[src/rtl/tt_pkg.sv]
// rtl/tt_pkg.sv - shared types, defaults and table lookup for the truth-table engine
package tt_pkg;

  typedef enum logic [1:0] {
    IDLE  = 2'd0,
    LOAD  = 2'd1,
    SWEEP = 2'd2
  } tt_state_e;

  // Default function: output 1 for inputs 001 and 010 only
  localparam logic [7:0] TT_TABLE_INIT = 8'h60;

  // Widest table supported (N_IN up to 6)
  localparam int TT_MAX_W = 64;

  // Table is stored MSB-first: entry for input vector idx lives at bit w-1-idx
  function automatic logic tt_lookup(input logic [TT_MAX_W-1:0] tbl,
                                     input int w,
                                     input int idx);
    logic [5:0] pos;
    pos = 6'(w - 1 - idx);
    return tbl[pos];
  endfunction

endpackage

[src/rtl/tt_out_reg.sv]
// rtl/tt_out_reg.sv - single-entry valid/ready output register carrying {bit, idx, last}
module tt_out_reg #(
  parameter int N_IN = 3
) (
  input  logic            clk,
  input  logic            reset,
  input  logic            load_i,
  input  logic            bit_i,
  input  logic [N_IN-1:0] idx_i,
  input  logic            last_i,
  input  logic            ready_i,
  output logic            free_o,
  output logic            valid_o,
  output logic            bit_o,
  output logic [N_IN-1:0] idx_o,
  output logic            last_o
);

  logic            valid_q;
  logic            bit_q;
  logic [N_IN-1:0] idx_q;
  logic            last_q;

  // Slot can take a new entry when empty or when the current one leaves this cycle
  assign free_o = !valid_q || ready_i;

  // Capture a new entry when loaded; otherwise hold until the consumer takes it
  always_ff @(posedge clk or posedge reset) begin
    if (reset) begin
      valid_q <= 1'b0;
      bit_q   <= 1'b0;
      idx_q   <= '0;
      last_q  <= 1'b0;
    end else if (load_i) begin
      valid_q <= 1'b1;
      bit_q   <= bit_i;
      idx_q   <= idx_i;
      last_q  <= last_i;
    end else if (ready_i) begin
      valid_q <= 1'b0;
    end
  end

  assign valid_o = valid_q;
  assign bit_o   = bit_q;
  assign idx_o   = idx_q;
  assign last_o  = last_q;

endmodule

[src/rtl/truth_table_engine.sv]
// rtl/truth_table_engine.sv - runtime-loadable N-input truth table with eval, load and sweep
module truth_table_engine
  import tt_pkg::*;
#(
  parameter int                 N_IN       = 3,
  parameter int                 TABLE_W    = 2**N_IN,
  parameter logic [TABLE_W-1:0] TABLE_INIT = TABLE_W'(TT_TABLE_INIT)
) (
  input  logic               clk,
  input  logic               reset,
  input  logic [N_IN-1:0]    in_vec,
  input  logic               in_valid,
  output logic               in_ready,
  output logic               out_bit,
  output logic [N_IN-1:0]    out_idx,
  output logic               out_last,
  output logic               out_valid,
  input  logic               out_ready,
  input  logic               sweep_start,
  input  logic               cfg_start,
  input  logic               cfg_valid,
  input  logic               cfg_bit,
  output logic               cfg_done,
  output logic               busy,
  output logic [TABLE_W-1:0] table_q
);

  localparam logic [N_IN:0]   CNT_LAST = (N_IN+1)'(TABLE_W - 1);
  localparam logic [N_IN-1:0] IDX_LAST = N_IN'(TABLE_W - 1);

  tt_state_e          state_q;
  logic [TABLE_W-1:0] shadow_q;
  logic [TABLE_W-1:0] shadow_d;
  logic [N_IN:0]      cnt_q;
  logic [N_IN-1:0]    idx_q;

  logic               out_free;
  logic               out_load_d;
  logic               out_bit_d;
  logic [N_IN-1:0]    out_idx_d;
  logic               out_last_d;

  // Next shadow value: shift in from the LSB so the first bit ends at the MSB
  assign shadow_d = {shadow_q[TABLE_W-2:0], cfg_bit};

  // Accept evaluations only in IDLE with a free slot and no competing start request
  assign in_ready = !reset && (state_q == IDLE) && out_free && !cfg_start && !sweep_start;

  assign busy = (state_q != IDLE);

  // Select what goes into the output register this cycle
  always_comb begin
    out_load_d = 1'b0;
    out_bit_d  = 1'b0;
    out_idx_d  = '0;
    out_last_d = 1'b0;
    case (state_q)
      IDLE: begin
        if (in_valid && in_ready) begin
          out_load_d = 1'b1;
          out_bit_d  = tt_lookup(TT_MAX_W'(table_q), TABLE_W, int'(in_vec));
          out_idx_d  = in_vec;
        end
      end
      SWEEP: begin
        if (out_free) begin
          out_load_d = 1'b1;
          out_bit_d  = tt_lookup(TT_MAX_W'(table_q), TABLE_W, int'(idx_q));
          out_idx_d  = idx_q;
          out_last_d = (idx_q == IDX_LAST);
        end
      end
      default: ;
    endcase
  end

  // Control FSM plus table storage; table only ever changes as a whole word
  always_ff @(posedge clk or posedge reset) begin
    if (reset) begin
      state_q  <= IDLE;
      table_q  <= TABLE_INIT;
      shadow_q <= '0;
      cnt_q    <= '0;
      idx_q    <= '0;
      cfg_done <= 1'b0;
    end else begin
      cfg_done <= 1'b0;
      case (state_q)
        IDLE: begin
          if (cfg_start) begin
            state_q  <= LOAD;
            shadow_q <= '0;
            cnt_q    <= '0;
          end else if (sweep_start) begin
            state_q <= SWEEP;
            idx_q   <= '0;
          end
        end
        LOAD: begin
          if (cfg_valid) begin
            shadow_q <= shadow_d;
            if (cnt_q == CNT_LAST) begin
              table_q  <= shadow_d;
              cfg_done <= 1'b1;
              cnt_q    <= '0;
              state_q  <= IDLE;
            end else begin
              cnt_q <= cnt_q + 1'b1;
            end
          end
        end
        SWEEP: begin
          if (out_free) begin
            if (idx_q == IDX_LAST) begin
              idx_q   <= '0;
              state_q <= IDLE;
            end else begin
              idx_q <= idx_q + 1'b1;
            end
          end
        end
        default: state_q <= IDLE;
      endcase
    end
  end

  tt_out_reg #(
    .N_IN (N_IN)
  ) u_out_reg (
    .clk     (clk),
    .reset   (reset),
    .load_i  (out_load_d),
    .bit_i   (out_bit_d),
    .idx_i   (out_idx_d),
    .last_i  (out_last_d),
    .ready_i (out_ready),
    .free_o  (out_free),
    .valid_o (out_valid),
    .bit_o   (out_bit),
    .idx_o   (out_idx),
    .last_o  (out_last)
  );

endmodule

[config.mk]
export PLATFORM = sky130hd
export DESIGN_NAME = truth_table_engine
export DESIGN_NICKNAME = d
export VERILOG_FILES = /design/src/rtl/tt_pkg.sv /design/src/rtl/tt_out_reg.sv /design/src/rtl/truth_table_engine.sv
export SDC_FILE = /design/constraint.sdc
export NUM_CORES = 1
export LEC_CHECK = 0
export BUFFER_PORTS_ARGS = -buffer_cell sky130_fd_sc_hd__clkbuf_2
export CORE_MARGIN = 5
export CORE_UTILIZATION = 40
export CTS_CLUSTER_DIAMETER = 100
export DETAILED_ROUTE_END_ITERATION = 12
export PLACE_DENSITY = 0.65
export SETUP_SLACK_MARGIN = 0.2
export SLEW_MARGIN = 10
export SYNTH_ARGS = -nofsm -noshare
export SYNTH_HDL_FRONTEND = slang
export SYNTH_SLANG_ARGS = --single-unit
[constraint.sdc]
create_clock -name clk -period 2.7 [get_ports clk]
set_input_delay 0.27 -clock clk [delete_from_list [all_inputs] [get_ports clk]]
set_output_delay 0.27 -clock clk [all_outputs]
set_load 0.005 [all_outputs]
==> After elaboration in Yosys (flattened, before gate mapping) <==
Cells that the tools add are included.
{ "word_totals": {"ff_bits": 31, "in_bits": 11, "output_inout_bits": 17, "wordCells": 86} }
{ "op_classes": {"addsub": 4, "n_lt_le_gt_ge": 2, "n_eq_ne": 12, "muxes": 39, "n_reduce_logical": 19} }
{ "op_table": {"columns": ["op", "n"], "rows": [
  ["$mux 3", 6],
  ["$lt 6x7->1 const B", 2],
  ["$mux 7", 2],
  ["$ne 2x2->1 const B", 7],
  ["$pmux 7 s2", 1],
  ["$mux 1", 13],
  ["$bmux 1 s6", 2],
  ["$mux 2", 6],
  ["$mux 4", 3],
  ["$pmux 3 s2", 2],
  ["$pmux 4 s2", 1],
  ["$reduce_bool 2->1", 4],
  ["$sub 3x3->4 const A", 2],
  ["$pmux 2 s3", 1],
  ["$reduce_and 3->1", 2],
  ["$logic_and 1x1->1", 5],
  ["$reduce_and 5->1", 1],
  ["$add 4x1->4 const B", 1],
  ["$eq 4x3->1 const B", 1],
  ["$logic_not 1->1", 4],
  ["$pmux 1 s2", 2],
  ["$reduce_and 4->1", 1],
  ["$add 3x1->3 const B", 1],
  ["$eq 3x3->1 const B", 1],
  ["5 further kinds", 5]
]} }

==> Depth between registers and ports, before layout <==
{ "logic_depth": {"depth_word": 9, "mapped_depth": 6, "mapped_depth_nobuf": 5} }

==> Modules after synthesis <==
A second synthesis with hierarchy kept.
{ "hier_totals": {"cells_unflattened": 131, "area_unflattened_um2": 1582.8} }
{ "by_module_without_submodules": {"columns": ["mod", "instances", "cells_per_inst", "area_each_um2", "seq_area_each_um2"], "rows": [
  ["truth_table_engine", 1, 116, 1327.5, 628.1],
  ["tt_out_reg", 1, 15, 255.2, 150.1]
]} }

==> Worst setup path before layout <==
OpenSTA, ideal clock, no wires.
{ "synth_timing": {"path_type": "register -> register", "startpoint": "register state_q[0]", "endpoint": "register u_out_reg.bit_q (netlist: u_out_reg.bit_o)", "setup_ns": 0.126, "arrival_time_ns": 1.785, "t_required_ns": 2.574, "path_slack_ns": 0.789, "stages_incl_launch_ff": 6, "n_path_buf": 1, "period_less_slack_ns": 1.911, "path_cell_list": "dfrtp_1 -> buf_6 -> or4_4 -> nor4b_4 -> nor2_2 -> a221o_1"} }
{ "synth_via": {"elab_chain_cells": 8, "elab_cells_between_ends": 11, "classes_between": "eq/ne (1); mux (4); reduce/logical (6)"} }
{ "synth_lines": {"columns": ["element", "line_no", "rtl"], "rows": [
  ["from (decl)", "truth_table_engine.sv:31", "tt_state_e state_q;"],
  ["from (signal assigned)", "truth_table_engine.sv:80", "state_q <= IDLE;"],
  ["from (signal assigned)", "truth_table_engine.sv:91", "state_q <= LOAD;"],
  ["from (signal assigned)", "truth_table_engine.sv:95", "state_q <= SWEEP;"],
  ["$logic_not 2->1", "truth_table_engine.sv:47, truth_table_engine.sv:57", null],
  ["$logic_and 1x1->1 (4 in series)", "truth_table_engine.sv:47", "assign in_ready = !reset && (state_q == IDLE) && out_free && !cfg_start && !sweep_start;"],
  ["$logic_and 1x1->1", "truth_table_engine.sv:59", "if (in_valid && in_ready) begin"],
  ["$mux 1", "truth_table_engine.sv:59", null],
  ["$pmux 1 s2", "truth_table_engine.sv:57", "case (state_q)"],
  ["to (signal assigned)", "tt_out_reg.sv:36", "bit_q <= bit_i;"],
  ["to (decl)", "tt_out_reg.sv:20", "logic bit_q;"]
]} }
Several ways; a longest one is shown, not always the timed one.
A chain may end at the register's enable or synchronous reset.

==> Worst setup path after layout <==
Ends and elaborated chain as after synthesis.

==> results.json <==
{
  "crit_arrival_ps": 2200,
  "pre_cts_ws_ps": 694,
  "totalNegativeSetupSlack_ps": 0,
  "die-area_um2": 5090,
  "yosysWarnings": 0,
  "layout.filler_cells": 355,
  "core_region_area_um2": 3660,
  "timing_worst_setup_path_type": "reg2reg",
  "first_pass_grt_wire_length_um": 5580,
  "post_cts_hold_buffer_count": 0,
  "cp_max_fo": 9,
  "dr_total_vias": 1106,
  "drv.max_cap_violation_count": 0,
  "pin_count_of_the_biggest_net_entering_global_routing": 32,
  "hold_path.class": "in2async",
  "track_usage_pct": 14.1,
  "syn_nets": 143,
  "num_clock_sinks": 31,
  "synth_area_per_cell_um2": 11.7,
  "initial_antenna_violation_count": 0,
  "final.hold.worst_slack_ps": 57.7,
  "first_global_vias": 1194,
  "synth.lib_cells_used.distinct": 30,
  "clock-skew-final_ps": 5.48,
  "wirelength_um": 3080,
  "tritoncts.num_buffers": 5,
  "netlist_area_um2": 1500,
  "detailroute.wirelength.met2_um": 1510,
  "detail_route.wirelength.met1_um": 1290,
  "rsz0062_at_grt": "false",
  "dominantRegCellSynth": "dfrtp_1",
  "p_leak_nw": 0.877,
  "setup_viol_count_final": 0,
  "total_setup_buffers_inserted_after_cts": 0,
  "post-layout-total-power_mw": 1.61,
  "met3_routed_length_um": 239,
  "hpwlAfterDp_um": 2270,
  "count_of_standard_cell_rows": 22,
  "fin_crit_ps": 2040,
  "layout.cells.most_common_list": "dfrtp_1 (29), clkbuf_2 (27), o21ai_0 (11)",
  "ys_async_sr_fraction_pct": 100,
  "crit_required_ps": 2870,
  "chipWidth_um": 71.3,
  "floorplan.io_pins": 28,
  "slew-limit-headroom_pct": 70.4,
  "initialDrtViolationCount": 55,
  "finalWorstSetupSlack_ps": 664,
  "tritoncts_clock_tree": "done",
  "gp_congestion": 0.763,
  "initial_core_util_pct": 41.1,
  "synth_edf_count": 0,
  "syn-instance-count": 129,
  "ctsResizeCount": 0,
  "tightestPinTransition_ps": 443,
  "gr-total-overflow": 0,
  "route.detailed.wl_per_inst_um": 14.7,
  "drc": 0,
  "htree_num_levels": 2,
  "top_layer_used": "met4",
  "ir_drop_uv": 288,
  "report.final.slew_viol_count": 0,
  "finalCoreUtilization_pct": 49.0,
  "synth.ff_latch_count": 31,
  "mostFrequentLayoutCell": "dfrtp_1",
  "die_y_um": 71.3,
  "path_clk_slew_ps": 60,
  "areaGrowthSynthToFinish_pct": 19.3,
  "status": "completed",
  "post_drt_via_cell_ratio": 5.27,
  "report.final.hold_viol_count": 0,
  "nNetsFinal": 175,
  "type_of_element_launching_the_critical_path": "flip-flop",
  "antennaDiodeCount": 0,
  "cts_root_buffer": "clkbuf_8",
  "port_buffers": 27,
  "power.density_nw_per_um2": 898,
  "detailedRoute.firstPassIterationCount": 4,
  "critical_path.endpoint_type": "flip-flop",
  "clock_path_buffers": 2,
  "drive_above_1_share_pct": 38.9,
  "worst_skew_pair.late_latency_ps": 280,
  "post-route-period-util_pct": 75.4,
  "synth_seq_area_share_pct": 51.7,
  "fmaxAchievable_mhz": 491,
  "ant_nets": 0
}
[layout make-up]
class                      instances  area [um^2]  share of cell area [%]
clock buffer                       8          100                    5.58
timing repair buffer              30          158                    8.79
tap                               48         60.1                    3.35
sequential                        31          778                    43.4
multi-input combinational         84          664                    37.0
inverter                           9         33.8                    1.88
[critical path: stages, from the launching register on]
cell	delay, ps
dfrtp_1	470
or4_4	590
nor4b_4	390
nor2_2	110
a221o_1	360
[synthesized netlist by cell type (2+ instances only)]
cell	instances	share of area, %
a21o_2	4	2.3
a22o_1	5	2.9
clkbuf_1	3	0.75
dfrtp_1	29	48
dfstp_2	2	3.5
ha_1	3	2.5
inv_1	9	2.2
mux2_2	10	7.5
mux2i_1	2	1.3
mux4_2	4	6.0
nand2_1	10	2.5
nand2b_1	4	1.7
nand3_1	9	3.0
nor2_1	4	1.0
nor2b_1	2	0.83
nor3_1	3	1.0
o21ai_0	11	3.7
o2bb2ai_1	2	1.2
or3b_2	2	1.2
[routing by layer]
metal	track usage [%]	vias to the layer above
met2	22.6	24
met5	0	-
met4	5.01	0
li1	-	527
met3	6.87	5
met1	16.3	550
[flip-flops by register name, summed over array words and instances, names as in the netlist]
signal and cells:
state_q 2, u_out_reg.bit_o 1, u_out_reg.valid_o 1, idx_q 3, cnt_q 4, shadow_q 7, table_q 8, cfg_done 1
u_out_reg.idx_o 3, u_out_reg.last_o 1
[logic make-up (layout without fill, tap and decap cells)]
kind of cell               after synthesis  after routing  synth area share (%)
DFF                                     31             31                  51.7
adders and majority gates                3              3                  2.50
muxes                                   16             16                  14.8
and+or+nand+nor                         39             39                  14.7
buffers and inverters                   14             47                  4.08
AOI/OAI and AO/OA                       26             26                  12.1
[where the power goes]
| group | internal, mW | switching (mW) | total, mW |
|---|---|---|---|
| logic | 0.254 | 0.204 | 0.459 |
| clock network | 0.232 | 0.166 | 0.398 |
| registers | 0.620 | 0.135 | 0.755 |
[metrics by stage]
stage,cell area (um^2),std cells
3_5_place_dp,1690,202
2_1_floorplan,1500,129
4_1_cts,1790,210
6_report,1790,210
3_3_place_gp,1690,202
5_1_grt,1790,210
[worst paths after layout]
kind                                           startpoint                        endpoint  slack, ps  cells past startpoint
max                                state_q[0]$_DFFE_PP0P_     u_out_reg.bit_o$_DFFE_PP0P_        660                      4
min                                                 reset          state_q[1]$_DFFE_PP0P_         60                      3
max reg2reg                        state_q[0]$_DFFE_PP0P_     u_out_reg.bit_o$_DFFE_PP0P_        660                      4
min reg2reg                u_out_reg.idx_o[1]$_DFFE_PP0P_  u_out_reg.idx_o[1]$_DFFE_PP0P_        490                      1
max in group asynchronous                           reset          table_q[5]$_DFFE_PP1P_       2320                      3
min in group clk                                cfg_valid          state_q[0]$_DFFE_PP0P_        210                      2
(Power assumes the default switching activity.)
